--- config.mk ---
export PLATFORM = sky130hd
export DESIGN_NAME = snake_direction_input_flat
export DESIGN_NICKNAME = d
export VERILOG_FILES = /design/src/rtl/snake_pkg.sv /design/src/rtl/snake_direction_input_if.sv /design/src/rtl/snake_btn_debounce.sv /design/src/rtl/snake_direction_input.sv /design/src/flat_wrapper.sv
export SDC_FILE = /design/constraint.sdc
export NUM_CORES = 1
export LEC_CHECK = 0
export BUFFER_PORTS_ARGS = -buffer_cell sky130_fd_sc_hd__buf_2
export CORE_MARGIN = 2
export CORE_UTILIZATION = 45
export DETAILED_ROUTE_END_ITERATION = 16
export PLACE_DENSITY = 0.61
export SETUP_SLACK_MARGIN = 0.2
export SYNTH_ARGS = -nofsm -noshare
export SYNTH_HDL_FRONTEND = slang
export SYNTH_HIERARCHICAL = 1
export SYNTH_SLANG_ARGS = --single-unit
--- constraint.sdc ---
create_clock -name Clock -period 1.67 [get_ports Clock]
set_input_delay 0.167 -clock Clock [delete_from_list [all_inputs] [get_ports Clock]]
set_output_delay 0.167 -clock Clock [all_outputs]
set_load 0.05 [all_outputs]
--- src/rtl/snake_pkg.sv ---
// Shared direction encoding and helpers for the snake direction input block.
// Heading encoding: N=00, E=01, S=10, W=11. Opposite headings differ only in bit 1.
package snake_pkg;

    typedef logic [1:0] dir_t;

    localparam dir_t DIR_N     = 2'b00;
    localparam dir_t DIR_E     = 2'b01;
    localparam dir_t DIR_S     = 2'b10;
    localparam dir_t DIR_W     = 2'b11;
    localparam dir_t DIR_RESET = DIR_E;

    // Heading pointing the other way.
    function automatic dir_t dir_opposite(input dir_t d);
        return d ^ 2'b10;
    endfunction

    // One-hot decode, bit order {W, S, E, N}.
    function automatic logic [3:0] dir_onehot(input dir_t d);
        return 4'b0001 << d;
    endfunction

    // A turn is only meaningful if it is neither straight ahead nor a reversal.
    function automatic logic dir_accept(input dir_t evt, input dir_t ref_dir);
        return (evt != ref_dir) && (evt != dir_opposite(ref_dir));
    endfunction

endpackage

--- src/rtl/snake_direction_input_if.sv ---
// Button/tick inputs and heading outputs of snake_direction_input.
// master: the side that drives the buttons and the movement tick.
// slave : the direction block itself.
interface snake_direction_input_if;
    logic       iBtnNorth;
    logic       iBtnEast;
    logic       iBtnSouth;
    logic       iBtnWest;
    logic       iTick;
    logic [1:0] oDirection;
    logic       oNorth;
    logic       oEast;
    logic       oSouth;
    logic       oWest;
    logic       oTurnPulse;

    modport master (
        output iBtnNorth, iBtnEast, iBtnSouth, iBtnWest, iTick,
        input  oDirection, oNorth, oEast, oSouth, oWest, oTurnPulse
    );

    modport slave (
        input  iBtnNorth, iBtnEast, iBtnSouth, iBtnWest, iTick,
        output oDirection, oNorth, oEast, oSouth, oWest, oTurnPulse
    );
endinterface

--- src/rtl/snake_btn_debounce.sv ---
// One push-button conditioner: 2-FF synchroniser, stability counter and
// single-cycle press (0->1 of the debounced level) detector. Release is silent.
module snake_btn_debounce #(
    parameter int DEBOUNCE_CYCLES = 320000,
    parameter int CNT_W           = 19
) (
    input  logic clk_i,
    input  logic rst_ni,
    input  logic btn_i,
    output logic press_o
);

    localparam logic [CNT_W-1:0] CNT_MAX = CNT_W'(DEBOUNCE_CYCLES - 1);

    logic             sync1_q, sync2_q;
    logic             level_q, level_d;
    logic             press_q, press_d;
    logic [CNT_W-1:0] cnt_q, cnt_d;

    // Count consecutive disagreement cycles; flip the level once it has lasted long enough.
    always_comb begin
        level_d = level_q;
        cnt_d   = '0;
        if (sync2_q != level_q) begin
            if (cnt_q == CNT_MAX) begin
                level_d = ~level_q;
            end else begin
                cnt_d = cnt_q + CNT_W'(1);
            end
        end
        press_d = level_d & ~level_q;
    end

    // Synchroniser, debounce state and registered press pulse.
    always_ff @(posedge clk_i or negedge rst_ni) begin
        if (!rst_ni) begin
            sync1_q <= 1'b0;
            sync2_q <= 1'b0;
            level_q <= 1'b0;
            cnt_q   <= '0;
            press_q <= 1'b0;
        end else begin
            sync1_q <= btn_i;
            sync2_q <= sync1_q;
            level_q <= level_d;
            cnt_q   <= cnt_d;
            press_q <= press_d;
        end
    end

    assign press_o = press_q;

endmodule

--- src/rtl/snake_direction_input.sv ---
// Snake heading controller: debounces four direction buttons, rejects
// reversals and holds the requested turn until the movement tick commits it.
// Optional macro SNAKE_DIR_QUEUE_EN: pending turn becomes a 2-entry FIFO
// instead of a single overwrite register.
module snake_direction_input
    import snake_pkg::*;
#(
    parameter int DEBOUNCE_CYCLES = 320000,
    parameter int CNT_W           = 19
) (
    input  logic                         Clock,
    input  logic                         Reset,
    snake_direction_input_if.slave       bus
);

    logic press_n, press_e, press_s, press_w;

    snake_btn_debounce #(.DEBOUNCE_CYCLES(DEBOUNCE_CYCLES), .CNT_W(CNT_W)) u_db_n (
        .clk_i(Clock), .rst_ni(Reset), .btn_i(bus.iBtnNorth), .press_o(press_n));
    snake_btn_debounce #(.DEBOUNCE_CYCLES(DEBOUNCE_CYCLES), .CNT_W(CNT_W)) u_db_e (
        .clk_i(Clock), .rst_ni(Reset), .btn_i(bus.iBtnEast),  .press_o(press_e));
    snake_btn_debounce #(.DEBOUNCE_CYCLES(DEBOUNCE_CYCLES), .CNT_W(CNT_W)) u_db_s (
        .clk_i(Clock), .rst_ni(Reset), .btn_i(bus.iBtnSouth), .press_o(press_s));
    snake_btn_debounce #(.DEBOUNCE_CYCLES(DEBOUNCE_CYCLES), .CNT_W(CNT_W)) u_db_w (
        .clk_i(Clock), .rst_ni(Reset), .btn_i(bus.iBtnWest),  .press_o(press_w));

    logic       evt_vld;
    dir_t       evt_dir;
    dir_t       dir_q, dir_d;
    logic [3:0] onehot_q;
    logic       turn_q;

    // Collapse simultaneous presses to one event, priority N > S > E > W.
    always_comb begin
        evt_vld = press_n | press_s | press_e | press_w;
        evt_dir = DIR_N;
        if (press_n)      evt_dir = DIR_N;
        else if (press_s) evt_dir = DIR_S;
        else if (press_e) evt_dir = DIR_E;
        else if (press_w) evt_dir = DIR_W;
    end

`ifdef SNAKE_DIR_QUEUE_EN
    dir_t       q0_q, q0_d, q1_q, q1_d;
    logic [1:0] cnt_q, cnt_d;
    dir_t       ref_dir;
    logic       acc;
    logic [1:0] cnt_pop;

    // FIFO of pending turns: tick pops the head into the heading, accepted events push.
    always_comb begin
        dir_d   = dir_q;
        q0_d    = q0_q;
        q1_d    = q1_q;
        cnt_d   = cnt_q;
        cnt_pop = cnt_q;
        ref_dir = (cnt_q == 2'd2) ? q1_q : (cnt_q == 2'd1) ? q0_q : dir_q;
        acc     = evt_vld && dir_accept(evt_dir, ref_dir);
        if (bus.iTick && cnt_q != 2'd0) begin
            dir_d   = q0_q;
            q0_d    = q1_q;
            cnt_pop = cnt_q - 2'd1;
            cnt_d   = cnt_pop;
            if (acc) begin
                if (cnt_pop == 2'd0) q0_d = evt_dir;
                else                 q1_d = evt_dir;
                cnt_d = cnt_pop + 2'd1;
            end
        end else if (bus.iTick) begin
            if (acc) dir_d = evt_dir;
        end else if (acc && cnt_q != 2'd2) begin
            if (cnt_q == 2'd0) q0_d = evt_dir;
            else               q1_d = evt_dir;
            cnt_d = cnt_q + 2'd1;
        end
    end

    // Pending-turn FIFO storage.
    always_ff @(posedge Clock or negedge Reset) begin
        if (!Reset) begin
            q0_q  <= DIR_RESET;
            q1_q  <= DIR_RESET;
            cnt_q <= 2'd0;
        end else begin
            q0_q  <= q0_d;
            q1_q  <= q1_d;
            cnt_q <= cnt_d;
        end
    end
`else
    dir_t pend_q, pend_d;
    logic pvld_q, pvld_d;

    // Single pending turn, overwritten by any later accepted event.
    always_comb begin
        dir_d  = dir_q;
        pend_d = pend_q;
        pvld_d = pvld_q;
        if (bus.iTick && pvld_q) begin
            dir_d  = pend_q;
            pvld_d = 1'b0;
            if (evt_vld && dir_accept(evt_dir, pend_q)) begin
                pend_d = evt_dir;
                pvld_d = 1'b1;
            end
        end else if (bus.iTick) begin
            if (evt_vld && dir_accept(evt_dir, dir_q)) dir_d = evt_dir;
        end else if (evt_vld && dir_accept(evt_dir, pvld_q ? pend_q : dir_q)) begin
            pend_d = evt_dir;
            pvld_d = 1'b1;
        end
    end

    // Pending-turn register.
    always_ff @(posedge Clock or negedge Reset) begin
        if (!Reset) begin
            pend_q <= DIR_RESET;
            pvld_q <= 1'b0;
        end else begin
            pend_q <= pend_d;
            pvld_q <= pvld_d;
        end
    end
`endif

    // Committed heading, its one-hot decode and the turn-notification pulse.
    always_ff @(posedge Clock or negedge Reset) begin
        if (!Reset) begin
            dir_q    <= DIR_RESET;
            onehot_q <= dir_onehot(DIR_RESET);
            turn_q   <= 1'b0;
        end else begin
            dir_q    <= dir_d;
            onehot_q <= dir_onehot(dir_d);
            turn_q   <= (dir_d != dir_q);
        end
    end

    assign bus.oDirection = dir_q;
    assign bus.oNorth     = onehot_q[0];
    assign bus.oEast      = onehot_q[1];
    assign bus.oSouth     = onehot_q[2];
    assign bus.oWest      = onehot_q[3];
    assign bus.oTurnPulse = turn_q;

endmodule

--- src/flat_wrapper.sv ---
// flat-port wrapper written by rule: the top's interface ports become plain ports
module snake_direction_input_flat import snake_pkg::*;
#(
    parameter int DEBOUNCE_CYCLES = 320000,
    parameter int CNT_W           = 19
)
  (Clock, Reset, bus_iBtnNorth, bus_iBtnEast, bus_iBtnSouth, bus_iBtnWest, bus_iTick, bus_oDirection, bus_oNorth, bus_oEast, bus_oSouth, bus_oWest, bus_oTurnPulse);
  snake_direction_input_if bus_i ();
  input  logic Clock;
  input  logic Reset;
  input wire logic [$bits(bus_i.iBtnNorth)-1:0] bus_iBtnNorth;
  input wire logic [$bits(bus_i.iBtnEast)-1:0] bus_iBtnEast;
  input wire logic [$bits(bus_i.iBtnSouth)-1:0] bus_iBtnSouth;
  input wire logic [$bits(bus_i.iBtnWest)-1:0] bus_iBtnWest;
  input wire logic [$bits(bus_i.iTick)-1:0] bus_iTick;
  output wire logic [$bits(bus_i.oDirection)-1:0] bus_oDirection;
  output wire logic [$bits(bus_i.oNorth)-1:0] bus_oNorth;
  output wire logic [$bits(bus_i.oEast)-1:0] bus_oEast;
  output wire logic [$bits(bus_i.oSouth)-1:0] bus_oSouth;
  output wire logic [$bits(bus_i.oWest)-1:0] bus_oWest;
  output wire logic [$bits(bus_i.oTurnPulse)-1:0] bus_oTurnPulse;
  assign bus_i.iBtnNorth = bus_iBtnNorth;
  assign bus_i.iBtnEast = bus_iBtnEast;
  assign bus_i.iBtnSouth = bus_iBtnSouth;
  assign bus_i.iBtnWest = bus_iBtnWest;
  assign bus_i.iTick = bus_iTick;
  assign bus_oDirection = bus_i.oDirection;
  assign bus_oNorth = bus_i.oNorth;
  assign bus_oEast = bus_i.oEast;
  assign bus_oSouth = bus_i.oSouth;
  assign bus_oWest = bus_i.oWest;
  assign bus_oTurnPulse = bus_i.oTurnPulse;
  snake_direction_input #(.DEBOUNCE_CYCLES(DEBOUNCE_CYCLES), .CNT_W(CNT_W)) u_core (.Clock(Clock), .Reset(Reset), .bus(bus_i));
endmodule
==> results_dict.tcl, run 1 <==
set metrics [dict create \
    status "complete, no violations" \
    die_height_um 108 \
    synth.top_cell.area_share_pct 50.8 \
    yosys_register_bits 102 \
    r2r_cells 4 \
    path_class "flop to flop" \
    skew_ps 8.76 \
    vdd_ir_drop_max_v 0.000525 \
    synth_xor_area_share_pct 8.98 \
    p_sw_uw 1270 \
    drt_first_pass_iters 4 \
    cts-root-buf "clkbuf_8" \
    drc_errors 0 \
    ys_seq_area_share_pct 52.4 \
    fmax_mhz 610 \
    setup_viol 0 \
    final_core_util_pct 63.1 \
    synthSimpleGateAreaFrac_pct 25.2 \
    synth_fa_ha_area_share_pct 1.03 \
    p_int_uw 3440 \
    vias 3989 \
    grt_pass1_wl_um 18200 \
    combPwrFrac_pct 12.2 \
    vias_per_cell 5.38 \
    hold_class "primary input to flop" \
    syn_inst 486 \
    worst_pin_slew_ps 437 \
    p_per_area_nw_per_um2 698 \
    synthMuxAreaShare_pct 1.16 \
    period_needed_ps 1640 \
    wl_per_cell_um 14.7 \
    gp_congestion 0.826 \
    holdWs_ps 80.6 \
    p_sw_share_pct 26.9 \
    ff_latch_area_um2 2560 \
    track_usage_pct 19.5 \
    critPathLaunchType "flop" \
    maxCapViolations 0 \
    post-dp-hpwl_um 6710 \
    synth.avg_cell_area_um2 10.0 \
    wl_um 10900 \
    drive_gt1_share_pct 41.4 \
    fin_tns_setup_ps 0 \
    cts_buffer_depth 2 \
    worstHoldStart "bus_iTick" \
    relSlewSlack_pct 70.7 \
    areaGrowthSynthToFinish_pct 38.4 \
    htree_num_levels 3 \
    num_io_pins 14 \
    synth_top_family_by_area "simple AND/OR/NAND/NOR gates" \
    synth-edff-count 0 \
    die_w_um 108 \
    synth_area_um2 4870 \
    rr_endpoint "u_core/u_db_n/cnt_q[15]" \
    cp.arrival_ps 1960 \
    coreArea_um2 10700 \
    rsz0062_at_grt "yes" \
    yosys-top-cells-count "99 x dfrtp_1, 67 x nor2_1, 41 x xnor2_1, 26 x a21oi_1, 26 x nand2_1" \
    period_share_pct 98.2 \
    synthDistinctLibCells 50 \
    grt_max_degree 32 \
    ant_nets 0 \
    drtIter0Drc 140 \
    yosysTopAreaCell "dfrtp_1" \
    syn_nets 497 \
    path_max_fanout 8 \
    crit_end "u_core/u_db_n/cnt_q[15]" \
    overflow 0 \
    seqPwrFrac_pct 55.1 \
    path_clk_slew_ps 90 \
    cp.required_ps 1990 \
    ys_top_cells_by_area "dfrtp_1 51%, xnor2_1 7.4%, nor2_1 5.2%, a21oi_1 2.7%, nand4_1 2.6%" \
    multi_input_area_um2 2760 \
    total_power_uw 4710 \
    port_buffers 13 \
    grt_pass1_vias 4006 \
    grt_antenna_before_repair 0 \
    start_util_pct 45.6 \
    synth_compound_area_share_pct 8.52 \
    ys_async_sr_fraction_pct 100 \
    clkPwrFrac_pct 32.7 \
    r2r_slack_ps 30 \
    cts_tree "done" \
    nNetsFinal 608 \
    numClockSinks 102 \
    rows 38 \
    cp-startpoint "u_core/u_db_n/cnt_q[8]" \
    clk_latency_ps 380 \
    cts-buffers-inserted 9 \
    yosys_warnings 6 \
    rr_startpoint "u_core/u_db_n/cnt_q[8]" \
    hold_viol_final 0 \
    dieArea_um2 11700 \
    synth.most_common_cell "dfrtp_1" \
    fillers 847 \
    end_kind "flop" \
    maxSlewViolCount 0 \
    num_antenna_cells 0 \
    synthFlopType "dfrtp_1" \
    power.leakage_uw 0.00273 \
]
-- cell usage in the layout (no fill, tap or decap), types with 6 or more instances in the layout --
| cell type | n |
|---|---|
| buf_2 | 11 |
| inv_1 | 22 |
| and3_1 | 11 |
| dfrtp_1 | 98 |
| buf_4 | 68 |
| nand3_1 | 17 |
| nor3_1 | 14 |
| nor2_1 | 24 |
| xnor2_1 | 38 |
| buf_6 | 20 |
| nand4_1 | 20 |
| nor2_2 | 20 |
| xor2_1 | 9 |
| nand2_1 | 25 |
| o21ai_0 | 13 |
| nand3_2 | 11 |
| or3_1 | 7 |
| clkbuf_8 | 9 |
| or3_4 | 8 |
| nor4_1 | 9 |
| a21oi_2 | 20 |
| nor2_4 | 23 |
| or4_4 | 6 |
-- power by group through the flow --
stage	registers, uW	logic, uW	clock network (uW)
6_report	2600	575	1540
5_1_grt	2610	629	1700
4_1_cts	2600	522	1610
3_5_place_dp	2640	456	0
3_3_place_gp	2640	451	0
2_1_floorplan	2780	152	0
-- cell families after synthesis --
kind of cell             after synthesis
multiplexers                           5
AO/OA/AOI/OAI                         65
XOR/XNOR                              50
AND/OR/NAND/NOR                      227
buffers and inverters                 33
flip-flops                           102
adder cells (fa/ha/maj)                4
-- state kept, by name (all words and copies together) (netlist names), 2 cells and up --
name / count
u_core/u_db_s/cnt_q: 19
u_core/u_db_e/cnt_q: 19
u_core/u_db_w/cnt_q: 19
u_core/u_db_n/cnt_q: 19
u_core/onehot_q: 4
u_core/pend_q: 2
u_core/bus.oDirection: 2
-- cell type report --
class	count	share of cell area, %
Inverter	22	1.22
Clock inverter	7	0.964
Timing Repair Buffer	111	14.6
Tap cell	140	2.60
Multi-Input combinational cell	351	40.8
Clock buffer	9	1.84
Sequential cell	102	37.9
-- through the flow --
stage,instances,setup WS (ps),cell area (um2)
floorplan,486,5.20,4980
global placement,674,26.2,5500
detailed placement,674,-34.1,5500
CTS,731,33.6,6240
global route,742,-42.4,6750
finish,742,29.9,6750
-- critical path, stage by stage, from the launching register on --
cell     delay, ps
dfrtp_1        360
nand2_1         80
or4_4          590
or4_4          440
a21oi_2        120
-- layer usage --
layer	vias to the layer above	share of wire (%)	wire [um]	global-route usage (%)
li1	1949	-	-	-
met1	1961	45	4890	24.6
met2	68	51	5500	32.8
met3	11	3.2	351	5.30
met4	0	1.3	137	5.77
met5	-	0	0	0
-- worst min-delay path by stage --
stage,to,slack [ps],cells past startpoint
floorplan,u_core/bus.oDirection[1],-130,0
global placement,u_core/u_db_e/cnt_q[17],140,1
detailed placement,u_core/u_db_e/cnt_q[17],140,1
CTS,u_core/bus.oTurnPulse,60,2
global route,u_core/bus.oTurnPulse,80,2
finish,u_core/bus.oTurnPulse,80,2
-- timing repair --
item                       in CTS  in global routing
hold endpoints to repair       28                  0
resized for setup              57                 94
cloned                          1                  2
setup endpoints to repair      87                 88
setup buffers                  35                  9
pin swaps                      29                 17
hold buffers                    5                  0
Note: power is estimated with default switching activity, not from simulation.
==> run 2, diff against run 1 <==
==> constraint.sdc (replaced) <==
create_clock -name Clock -period 1.67 [get_ports Clock]
set_input_delay 0.2505 -clock Clock [delete_from_list [all_inputs] [get_ports Clock]]
set_output_delay 0.2505 -clock Clock [all_outputs]
set_load 0.05 [all_outputs]
==> run 2 against run 1 <==
Net effect: the run now ends with negative setup slack left; wire length grew 1.5%; critical path depth increased by 1; sequential share of layout area stayed put; first-iteration DRC count decreased by 14%; global-route usage shrank 0.78 points; fmax fell by 5.9%; critical path type unchanged; largest power group unchanged.
==> results_dict.tcl, run 2 (synthesis results as in run 1) <==
set metrics [dict create \
    status "complete, but fails checks" \
    violations "negative setup slack" \
    p_per_area_nw_per_um2 710 \
    path_class "flop to flop" \
    path_clk_slew_ps 100 \
    setup_viol 16 \
    cp.required_ps 1940 \
    final_core_util_pct 63.1 \
    cts_buffer_depth 2 \
    dp.cells 671 \
    rows 38 \
    fmax_mhz 574 \
    maxCapViolations 0 \
    num_antenna_cells 0 \
    gp_congestion 0.850 \
    post-dp-hpwl_um 6460 \
    ant_nets 0 \
    grt_pass1_vias 3872 \
    grt_max_degree 54 \
    power.leakage_uw 0.00275 \
    start_util_pct 45.6 \
    path_max_fanout 4 \
    rsz0062_at_grt "yes" \
    die_w_um 108 \
    preCtsSetupSlack_ps -12.6 \
    wl_um 11000 \
    port_buffers 13 \
    grt_pass1_wl_um 17500 \
    skew_ps 13.7 \
    wl_per_cell_um 14.9 \
    fin_tns_setup_ps -531 \
    total_power_uw 4790 \
    num_io_pins 14 \
    vias 4034 \
    drive_gt1_share_pct 41.8 \
    die_height_um 108 \
    hold_viol_final 0 \
    stdcell_count 743 \
    final_common_cell "dfrtp_1" \
    clk_latency_ps 380 \
    overflow 0 \
    maxSlewViolCount 0 \
    coreArea_um2 10700 \
    worst_pin_slew_ps 448 \
    relSlewSlack_pct 69.9 \
    cts-buffers-inserted 9 \
    drt_first_pass_iters 4 \
    mostFrequentLayoutCells "98 x dfrtp_1, 78 x buf_4, 40 x xnor2_1" \
    setup_slack_ps -72.4 \
    dieArea_um2 11700 \
    end_kind "flop" \
    track_usage_pct 18.7 \
    nNetsFinal 609 \
    vias_per_cell 5.43 \
    cts-root-buf "clkbuf_8" \
    drtIter0Drc 120 \
    hold_class "primary input to flop" \
    period_share_pct 104 \
    areaGrowthSynthToFinish_pct 38.4 \
    grt_antenna_before_repair 0 \
    htree_num_levels 3 \
    cp.arrival_ps 2010 \
    vdd_ir_drop_max_v 0.000652 \
    drc_errors 0 \
    critPathLaunchType "flop" \
    cts_tree "done" \
    numClockSinks 102 \
    period_needed_ps 1740 \
]
-- run 2: cell count changes in the layout (fill, tap and decap cells not counted), moves of 2 or more --
cell / change
buf_4: +10
buf_6: -9
clkinv_2: -4
nor2_2: +2
nor3_1: -2
nor3_2: +2
xnor2_1: +2
xnor2_2: -2
-- run 2: report_power, final --
| part | internal (uW) | leakage (uW) | total [uW] | switching [uW] |
|---|---|---|---|---|
| Sequential | 2550 | 0.00138 | 2590 | 48.0 |
| Clock | 741 | 0.0000951 | 1620 | 881 |
| Combinational | 209 | 0.00127 | 576 | 367 |
| Total | 3500 | 0.00275 | 4790 | 1300 |
-- run 2: worst max-delay path, stage by stage (launching register included) --
cell	delay (ps)
dfrtp_1	400
ha_2	190
nand4_1	220
nor2_2	250
nand4_1	210
mux2_4	350
-- run 2: stage by stage --
step,hold WS (ps),cell area (um2)
CTS,132,6200
detailed placement,187,5460
global route,156,6750
floorplan,-45.1,4980
global placement,183,5460
finish,155,6750
-- run 2: repair_timing --
action,CTS,global route
gates resized for setup,43,104
hold buffers,5,0
endpoints found under the hold margin,27,0
setup buffers,37,10
endpoints found under the setup margin,87,89
gates cloned,0,4
pin swaps,28,30
-- run 2: final cells by class --
type                            count  area [um2]
Tap cell                          140         175
Inverter                           22        82.6
Timing Repair Buffer              112         955
Clock inverter                      6        70.1
Clock buffer                       10         138
Fill cell                         870        3950
Multi-Input combinational cell    351        2770
Sequential cell                   102        2560
-- run 2: worst paths after layout --
path                                         from                     end  slack [ps]  cells after the start
setup / recovery           u_core/u_db_s/cnt_q[0]   u_core/u_db_s/level_q         -70                      5
hold / removal                          bus_iTick   u_core/bus.oTurnPulse         150                      2
setup reg to reg           u_core/u_db_s/cnt_q[0]   u_core/u_db_s/level_q         -70                      5
hold reg to reg             u_core/u_db_e/sync1_q   u_core/u_db_e/sync2_q         360                      0
max in group asynchronous                   Reset      u_core/onehot_q[1]         700                      3
min in group asynchronous                   Reset  u_core/u_db_e/cnt_q[0]         320                      2
-- run 2: routing by layer --
layer,share of wire [%],global-route usage (%)
met2,51,31.9
met5,0,0
met3,2.7,4.28
met4,1.2,5.86
met1,45,23.7
